<file path="config.mk">
export PLATFORM = sky130hd
export DESIGN_NAME = mem_stage_sram_ctrl
export DESIGN_NICKNAME = d
export VERILOG_FILES = /design/src/rtl/mem_stage_pkg.sv /design/src/rtl/sram_wait_cnt.sv /design/src/rtl/mem_stage_sram_ctrl.sv
export SDC_FILE = /design/constraint.sdc
export NUM_CORES = 1
export LEC_CHECK = 0
export ABC_CLOCK_PERIOD_IN_PS = 5400
export CAP_MARGIN = 20
export CORE_ASPECT_RATIO = 0.75
export CORE_MARGIN = 5
export CORE_UTILIZATION = 38
export CTS_CLUSTER_SIZE = 12
export DETAILED_ROUTE_END_ITERATION = 12
export DONT_BUFFER_PORTS = 1
export GPL_TIMING_DRIVEN = 1
export MAX_ROUTING_LAYER = met4
export PLACE_DENSITY_LB_ADDON = 0.12
export REMOVE_ABC_BUFFERS = 1
export SLEW_MARGIN = 0
export SYNTH_ARGS = -nofsm -noshare
export SYNTH_HDL_FRONTEND = slang
export SYNTH_SLANG_ARGS = --single-unit
</file>
<file path="constraint.sdc">
create_clock -name clk -period 5.4 [get_ports clk]
set_input_delay 1.62 -clock clk [delete_from_list [all_inputs] [get_ports clk]]
set_output_delay 1.62 -clock clk [all_outputs]
set_load 0.02 [all_outputs]
</file>
<file path="src/rtl/mem_stage_pkg.sv">
// mem_stage_pkg
// Shared types and constants for the memory-stage SRAM controller.
//   mem_state_t      : access sequencer states (IDLE, LO, HI, DONE)
//   MEM_BASE_DEFAULT : byte address that maps to SRAM word 0
//   HALF_LO/HALF_HI  : half-word select bit appended to the word index
package mem_stage_pkg;

  typedef enum logic [1:0] {
    IDLE = 2'd0,
    LO   = 2'd1,
    HI   = 2'd2,
    DONE = 2'd3
  } mem_state_t;

  localparam int unsigned MEM_BASE_DEFAULT = 1024;

  localparam logic HALF_LO = 1'b0;
  localparam logic HALF_HI = 1'b1;

endpackage

</file>
<file path="src/rtl/sram_wait_cnt.sv">
// sram_wait_cnt
// Loadable down-counter that times one SRAM half-access.
// Ports:
//   clk, rst  : clock, asynchronous active-high reset
//   load      : reload the counter with load_val (state entry)
//   load_val  : number of extra wait cycles to count
//   done      : high while the count is zero (last cycle of the half-access)
module sram_wait_cnt #(
  parameter int unsigned CNT_W = 1
) (
  input  logic             clk,
  input  logic             rst,
  input  logic             load,
  input  logic [CNT_W-1:0] load_val,
  output logic             done
);

  localparam logic [CNT_W-1:0] CNT_ONE = CNT_W'(1);

  logic [CNT_W-1:0] count;

  // Count down to zero and park there; a load always wins so that back-to-back
  // half-accesses each get a full window.
  always_ff @(posedge clk or posedge rst) begin
    if (rst) begin
      count <= '0;
    end else if (load) begin
      count <= load_val;
    end else if (count != '0) begin
      count <= count - CNT_ONE;
    end
  end

  assign done = (count == '0);

endmodule

</file>
<file path="src/rtl/mem_stage_sram_ctrl.sv">
// mem_stage_sram_ctrl
// Memory stage of the ARM pipeline. A 32-bit load or store from the EXE/MEM
// register is carried out as two 16-bit accesses to an external SRAM (low
// half first), while ready is held low to freeze the upstream pipeline.
// Optional feature macro: MEM_ALIGN_CHECK_EN (alignment / range checking with
// an addr_err pulse; without it addresses wrap modulo the SRAM size).
// Ports:
//   clk, rst          : clock, asynchronous active-high reset
//   MEM_R_EN_in       : load request
//   MEM_W_EN_in       : store request (wins when both enables are set)
//   ALU_result_in     : byte address
//   ST_val_in         : store data
//   ready             : 1 = pipeline may advance, 0 = freeze
//   mem_read_data     : last loaded word, held through stores and idle cycles
//   sram_addr         : SRAM half-word address
//   sram_wdata        : SRAM write half
//   sram_rdata        : SRAM read half
//   sram_we_n         : SRAM write enable, active-low
//   addr_err          : one-cycle pulse on a rejected request
module mem_stage_sram_ctrl
  import mem_stage_pkg::*;
#(
  parameter int unsigned SRAM_ADDR_W = 18,
  parameter int unsigned WAIT_CYCLES = 1,
  parameter int unsigned MEM_BASE    = MEM_BASE_DEFAULT
) (
  input  logic                   clk,
  input  logic                   rst,
  input  logic                   MEM_R_EN_in,
  input  logic                   MEM_W_EN_in,
  input  logic [31:0]            ALU_result_in,
  input  logic [31:0]            ST_val_in,
  output logic                   ready,
  output logic [31:0]            mem_read_data,
  output logic [SRAM_ADDR_W-1:0] sram_addr,
  output logic [15:0]            sram_wdata,
  input  logic [15:0]            sram_rdata,
  output logic                   sram_we_n,
  output logic                   addr_err
);

  localparam int unsigned CNT_W = (WAIT_CYCLES > 0) ? $clog2(WAIT_CYCLES + 1) : 1;
  localparam int unsigned IDX_W = SRAM_ADDR_W - 1;
  localparam logic [CNT_W-1:0] WAIT_LOAD = CNT_W'(WAIT_CYCLES);

  mem_state_t       state;
  logic             is_store;
  logic [IDX_W-1:0] word_idx;
  logic [15:0]      st_hi;
  logic             req;
  logic             reject;
  logic             accept;
  logic             cnt_load;
  logic             cnt_done;
  logic [31:0]      byte_off;
  logic             unused_bits;

  assign req      = MEM_R_EN_in | MEM_W_EN_in;
  assign byte_off = ALU_result_in - 32'(MEM_BASE);

`ifdef MEM_ALIGN_CHECK_EN
  // A request is refused when misaligned, below the SRAM window, or beyond the
  // last SRAM word; byte_off bits above the index field must all be zero.
  assign reject = req && ((ALU_result_in[1:0] != 2'b00) ||
                          (ALU_result_in < 32'(MEM_BASE)) ||
                          (byte_off[31:IDX_W+2] != '0));
  assign unused_bits = ^byte_off[1:0];
`else
  assign reject      = 1'b0;
  assign unused_bits = ^{byte_off[1:0], byte_off[31:IDX_W+2]};
`endif

  assign accept   = (state == IDLE) && req && !reject;
  assign cnt_load = accept || ((state == LO) && cnt_done);

  sram_wait_cnt #(
    .CNT_W(CNT_W)
  ) u_wait_cnt (
    .clk     (clk),
    .rst     (rst),
    .load    (cnt_load),
    .load_val(WAIT_LOAD),
    .done    (cnt_done)
  );

  // In IDLE the pipeline is frozen as soon as a request shows up (unless it is
  // being rejected); DONE releases it for exactly one cycle.
  always_comb begin
    ready = 1'b0;
    case (state)
      IDLE:    ready = !req || reject;
      DONE:    ready = 1'b1;
      default: ready = 1'b0;
    endcase
  end

  // Access sequencer. The request is latched in IDLE and only latched values
  // are used afterwards. SRAM outputs are registered and change on the edge
  // that enters LO or HI; read halves are captured on the last cycle of each
  // half-access, when the wait counter reports done.
  always_ff @(posedge clk or posedge rst) begin
    if (rst) begin
      state         <= IDLE;
      is_store      <= 1'b0;
      word_idx      <= '0;
      st_hi         <= '0;
      mem_read_data <= '0;
      sram_addr     <= '0;
      sram_wdata    <= '0;
      sram_we_n     <= 1'b1;
    end else begin
      case (state)
        IDLE: begin
          if (accept) begin
            is_store  <= MEM_W_EN_in;
            word_idx  <= byte_off[IDX_W+1:2];
            st_hi     <= ST_val_in[31:16];
            sram_addr <= {byte_off[IDX_W+1:2], HALF_LO};
            sram_we_n <= !MEM_W_EN_in;
            if (MEM_W_EN_in) begin
              sram_wdata <= ST_val_in[15:0];
            end
            state <= LO;
          end
        end
        LO: begin
          if (cnt_done) begin
            if (!is_store) begin
              mem_read_data[15:0] <= sram_rdata;
            end else begin
              sram_wdata <= st_hi;
            end
            sram_addr <= {word_idx, HALF_HI};
            state     <= HI;
          end
        end
        HI: begin
          if (cnt_done) begin
            if (!is_store) begin
              mem_read_data[31:16] <= sram_rdata;
            end
            sram_we_n <= 1'b1;
            state     <= DONE;
          end
        end
        DONE: begin
          state <= IDLE;
        end
        default: begin
          state     <= IDLE;
          sram_we_n <= 1'b1;
        end
      endcase
    end
  end

`ifdef MEM_ALIGN_CHECK_EN
  // One-cycle error pulse following a rejected request.
  always_ff @(posedge clk or posedge rst) begin
    if (rst) begin
      addr_err <= 1'b0;
    end else begin
      addr_err <= (state == IDLE) && reject;
    end
  end
`else
  assign addr_err = 1'b0;
`endif

endmodule

</file>
Yosys cells after proc, flatten, opt, wreduce, memory -nomap -nowiden
Index checks and enable logic that the tools add are counted.
{ "totals": {"regBits": 104, "out_inout_bits": 69} }
{ "classes": {"add_sub_neg": 2, "eq_ne": 8, "n_mux": 18, "bitwise_logic": 3, "reduce_logical": 15} }
{ "ops": {"columns": ["op", "count"], "rows": [
  ["$mux 16", 4],
  ["$mux 18", 2],
  ["$pmux 18 s2", 1],
  ["$pmux 16 s2", 1],
  ["$sub 19x11->19 const B", 1],
  ["$reduce_and 3->1", 5],
  ["$ne 2x2->1 const B", 5],
  ["$pmux 2 s4", 1],
  ["$mux 2", 3],
  ["$reduce_and 5->1", 1],
  ["$eq 2x2->1 const B", 2],
  ["$mux 1", 4],
  ["$pmux 1 s2", 2],
  ["$reduce_bool 2->1", 2],
  ["$eq 2x1->1 const B", 1],
  ["$logic_and 1x1->1", 2],
  ["$logic_not 1->1", 2],
  ["$logic_not 2->1", 1],
  ["$not 1->1", 2],
  ["$reduce_and 2->1", 1],
  ["$logic_or 1x1->1", 1],
  ["$or 1x1->1", 1],
  ["$sub 1x1->1 const B", 1]
]} }

Depth between registers and ports, before layout
{ "logic_depth": {"word_depth": 4, "mapped_depth": 9, "ltp_nobuf": 6} }

Cells and area by module
A second synthesis with hierarchy kept.
{ "unflattened": {"cells_unflattened": 363, "area_unflattened_um2": 4583.1} }
{ "modules_own_cells": {"columns": ["module", "n_inst", "cells_per_inst", "area_per_inst_um2"], "rows": [
  ["mem_stage_sram_ctrl", 1, 359, 4544.4],
  ["sram_wait_cnt", 1, 4, 38.8]
]} }

Worst setup path after synthesis
OpenSTA, ideal clock, no wires.
{ "synth_path": {"path_type": "input -> output", "from": "input port MEM_R_EN_in", "to": "output port ready", "t_arrival_ns": 2.190, "required_time_ns": 3.780, "slack_ns": 1.590, "cell_stages": 3, "path_buffers": 0, "cell_sequence": "nor3b_1 -> nor2_1 -> nor2_1"} }
{ "synth_between": {"elab_chain_cells": 3} }
{ "synth_lines": {"columns": ["element", "line_no", "text"], "rows": [
  ["from (decl)", "mem_stage_sram_ctrl.sv:29", "input logic MEM_R_EN_in,"],
  ["$or 1x1->1", "mem_stage_sram_ctrl.sv:58", "assign req = MEM_R_EN_in | MEM_W_EN_in;"],
  ["$logic_not 1->1", "mem_stage_sram_ctrl.sv:91", "IDLE: ready = !req || reject;"],
  ["$pmux 1 s2", "mem_stage_sram_ctrl.sv:90", "case (state)"],
  ["to (decl)", "mem_stage_sram_ctrl.sv:33", "output logic ready,"]
]} }
Every way passes these cells.

Worst setup path after layout
Same ends and word-level chain as after synthesis.

==> results.py <==
metrics = {
    "global_route": {
        "track_usage": 0.141,
        "grt_pass1_wl_um": 15100,
        "grt_antenna_before_repair": 0,
        "grt_pass1_vias": 2683,
        "grt_overflow_total": 0,
        "grt_max_degree": 76,
    },
    "placed_design": {
        "dp_hpwl_um": 6430,
        "port_buffers": 0,
        "gp_congestion": 0.735,
    },
    "sta": {
        "tightest_slew_ps": 877,
        "relSlewSlack": 0.415,
        "fin_setup_tns_ps": 0,
        "fmax_mhz": 255,
        "hold_viol": 0,
        "setup_viol": 0,
        "period_minus_slack_ps": 3930,
        "fin_crit_sh": 0.728,
        "final_max_slew_viol_count": 0,
        "grt_setup_unrepaired": "false",
        "skew_ps": 4.72,
    },
    "worst_hold_path": {
        "whs_endpoint": "word_idx[16]",
        "hold_depth": 2,
        "hold_path_class": "register to register",
        "hp-start": "word_idx[16]",
    },
    "power_and_ir_drop": {
        "peakVddDrop_mv": 0.259,
        "power_density_mw_per_mm2": 697,
        "leakagePower_nw": 2.06,
    },
    "clocking": {
        "path_clk_slew_ps": 70,
        "cts_tree": "yes",
        "cts_setup_buffers": 0,
        "numCtsBuffers": 9,
        "clk_path_buf_depth": 2,
        "clock_latency_ps": 340,
        "root_buffer": "clkbuf_16",
        "cts_hold_buf": 0,
        "clkSinkCount": 104,
        "cts_resized": 0,
        "htree_levels": 3,
    },
    "cells_and_area": {
        "diodes": 0,
        "final_common_cell": "dfrtp_1",
        "drive_above_1_share": 0.248,
        "final_core_util": 0.427,
        "syn2layout_area_growth_pct": 9.97,
        "mostFrequentLayoutCells": "dfrtp_1 (103), mux2_2 (54), nand2_1 (34)",
        "fin_nets": 448,
    },
    "floorplanning": {
        "start_util": 0.388,
        "dieArea_mm2": 0.0142,
        "io_pins": 153,
        "die_w_um": 136,
        "row_count": 34,
        "core_area_mm2": 0.0116,
        "die_h_um": 104,
    },
    "setup_path": {
        "crit_path_start_kind": "primary input",
        "crit_start": "MEM_R_EN_in",
        "criticalPathCategory": "primary input to output port",
        "path_max_fanout": 4,
        "r2r-start": "state[1]",
        "end_kind": "output port",
        "r2r_slack_ps": 2720,
        "crit_required_ps": 3780,
        "arrival_ps": 2310,
        "r2r_cells": 6,
        "r2r-end": "mem_read_data[10]",
    },
    "drt": {
        "drt-initial-drc-count": 94,
        "dr.pass1.iters": 4,
        "drc": 0,
        "wl_um": 9480,
        "antenna_left": 0,
        "wl_per_cell_um": 18.1,
        "vias": 2599,
        "via_per_inst": 4.95,
    },
    "yosys": {
        "syn_area_mm2": 0.00451,
        "ys_warn_count": 0,
        "synth_cell_type_count": 40,
        "synth_seq_cells": 104,
        "synth-seq-area-share": 0.578,
        "syn_inst": 361,
        "synth_area_per_cell_um2": 12.5,
    },
    "run": {
        "cap_violations": 0,
    },
    "status": {
        "outcome": "completed",
    },
}
==> through the flow <==
step	std cells	area, µm²	setup WS (ps)	hold slack (ps)	power [W]
after floorplan	341	4380	1050	449	0.00257
after global placement	508	4630	1520	464	0.00282
after detailed placement	508	4630	1480	471	0.00286
after CTS	524	4930	1480	486	0.00352
after global routing	525	4960	1430	517	0.00371
final	525	4960	1470	484	0.00346
==> layout make-up <==
type,count,area [µm²]
clock buffers,12,267
clock inverters,4,27.5
fillers,1097,6660
inverters,5,21.3
multi-input cells,232,1770
flip-flops and latches,104,2600
well taps,162,203
repair buffers,6,65.1
==> synthesized netlist by cell type (all sizes together) <==
| cell | instances | share of area |
|---|---|---|
| mux2i | 25 | 0.056 |
| o21ai | 27 | 0.031 |
| nor2b | 1 | 0.0014 |
| a21oi | 22 | 0.025 |
| nand2 | 34 | 0.028 |
| conb | 1 | 0.00083 |
| inv | 5 | 0.0042 |
| nand3 | 2 | 0.0022 |
| or4 | 1 | 0.0025 |
| xor2 | 2 | 0.0039 |
| or3b | 1 | 0.0019 |
| or2 | 1 | 0.0014 |
| dfstp | 1 | 0.0058 |
| nor3b | 3 | 0.0061 |
| xnor2 | 5 | 0.0097 |
| a32oi | 3 | 0.0058 |
| mux2 | 59 | 0.15 |
| ha | 6 | 0.017 |
| nand2b | 3 | 0.0042 |
| dfrtp | 103 | 0.57 |
| o211ai | 3 | 0.0081 |
| buf | 15 | 0.024 |
| o211a | 1 | 0.0039 |
| nor2 | 28 | 0.024 |
| nor4 | 2 | 0.0061 |
| nor3 | 1 | 0.0011 |
| o31ai | 1 | 0.0017 |
| clkbuf | 5 | 0.0042 |
==> state kept, by name, indices dropped and copies added (netlist names) <==
signal	cells
mem_read_data	32
sram_addr	18
u_wait_cnt.count	1
state	2
is_store	1
st_hi	16
sram_wdata	16
word_idx	17
sram_we_n	1
==> cell families (layout without fill, tap and decap cells) <==
group / Yosys count / after routing / share of synthesized area
flip-flops: 104 / 104 / 0.578
multiplexers: 84 / 84 / 0.205
AND/OR/NAND/NOR: 77 / 77 / 0.0791
AO/OA/AOI/OAI: 57 / 57 / 0.0755
buffers and inverters: 25 / 27 / 0.0319
XOR/XNOR: 7 / 7 / 0.0136
adder cells (fa/ha/maj): 6 / 6 / 0.0167
other: 1 / 1 / 0.000832
==> worst max-delay path by stage <==
stage,end,slack (ps),depth (start not counted)
after floorplan,is_store,1050,1
after global placement,ready,1520,3
after detailed placement,ready,1480,3
after CTS,ready,1480,3
after global routing,ready,1430,3
final,ready,1470,3
==> worst max-delay path: stages <==
cell and delay, ps:
nor3b_1 280, nor2_1 70, nor2_1 340
==> power breakdown <==
group          internal [W]  leakage [nW]  switching, W
clock              0.000350         0.137      0.000284
combinational      0.000524         0.695      0.000539
sequential          0.00118          1.22      0.000576
==> routing by layer <==
| metal | vias up | track usage | part of all wire |
|---|---|---|---|
| met2 | 83 | 0.206 | 0.45 |
| met4 | 0 | 0.0281 | 0.0084 |
| li1 | 1243 | - | - |
| met5 | - | - | 0 |
| met3 | 7 | 0.0725 | 0.087 |
| met1 | 1266 | 0.178 | 0.45 |
(Power assumes the default switching activity.)
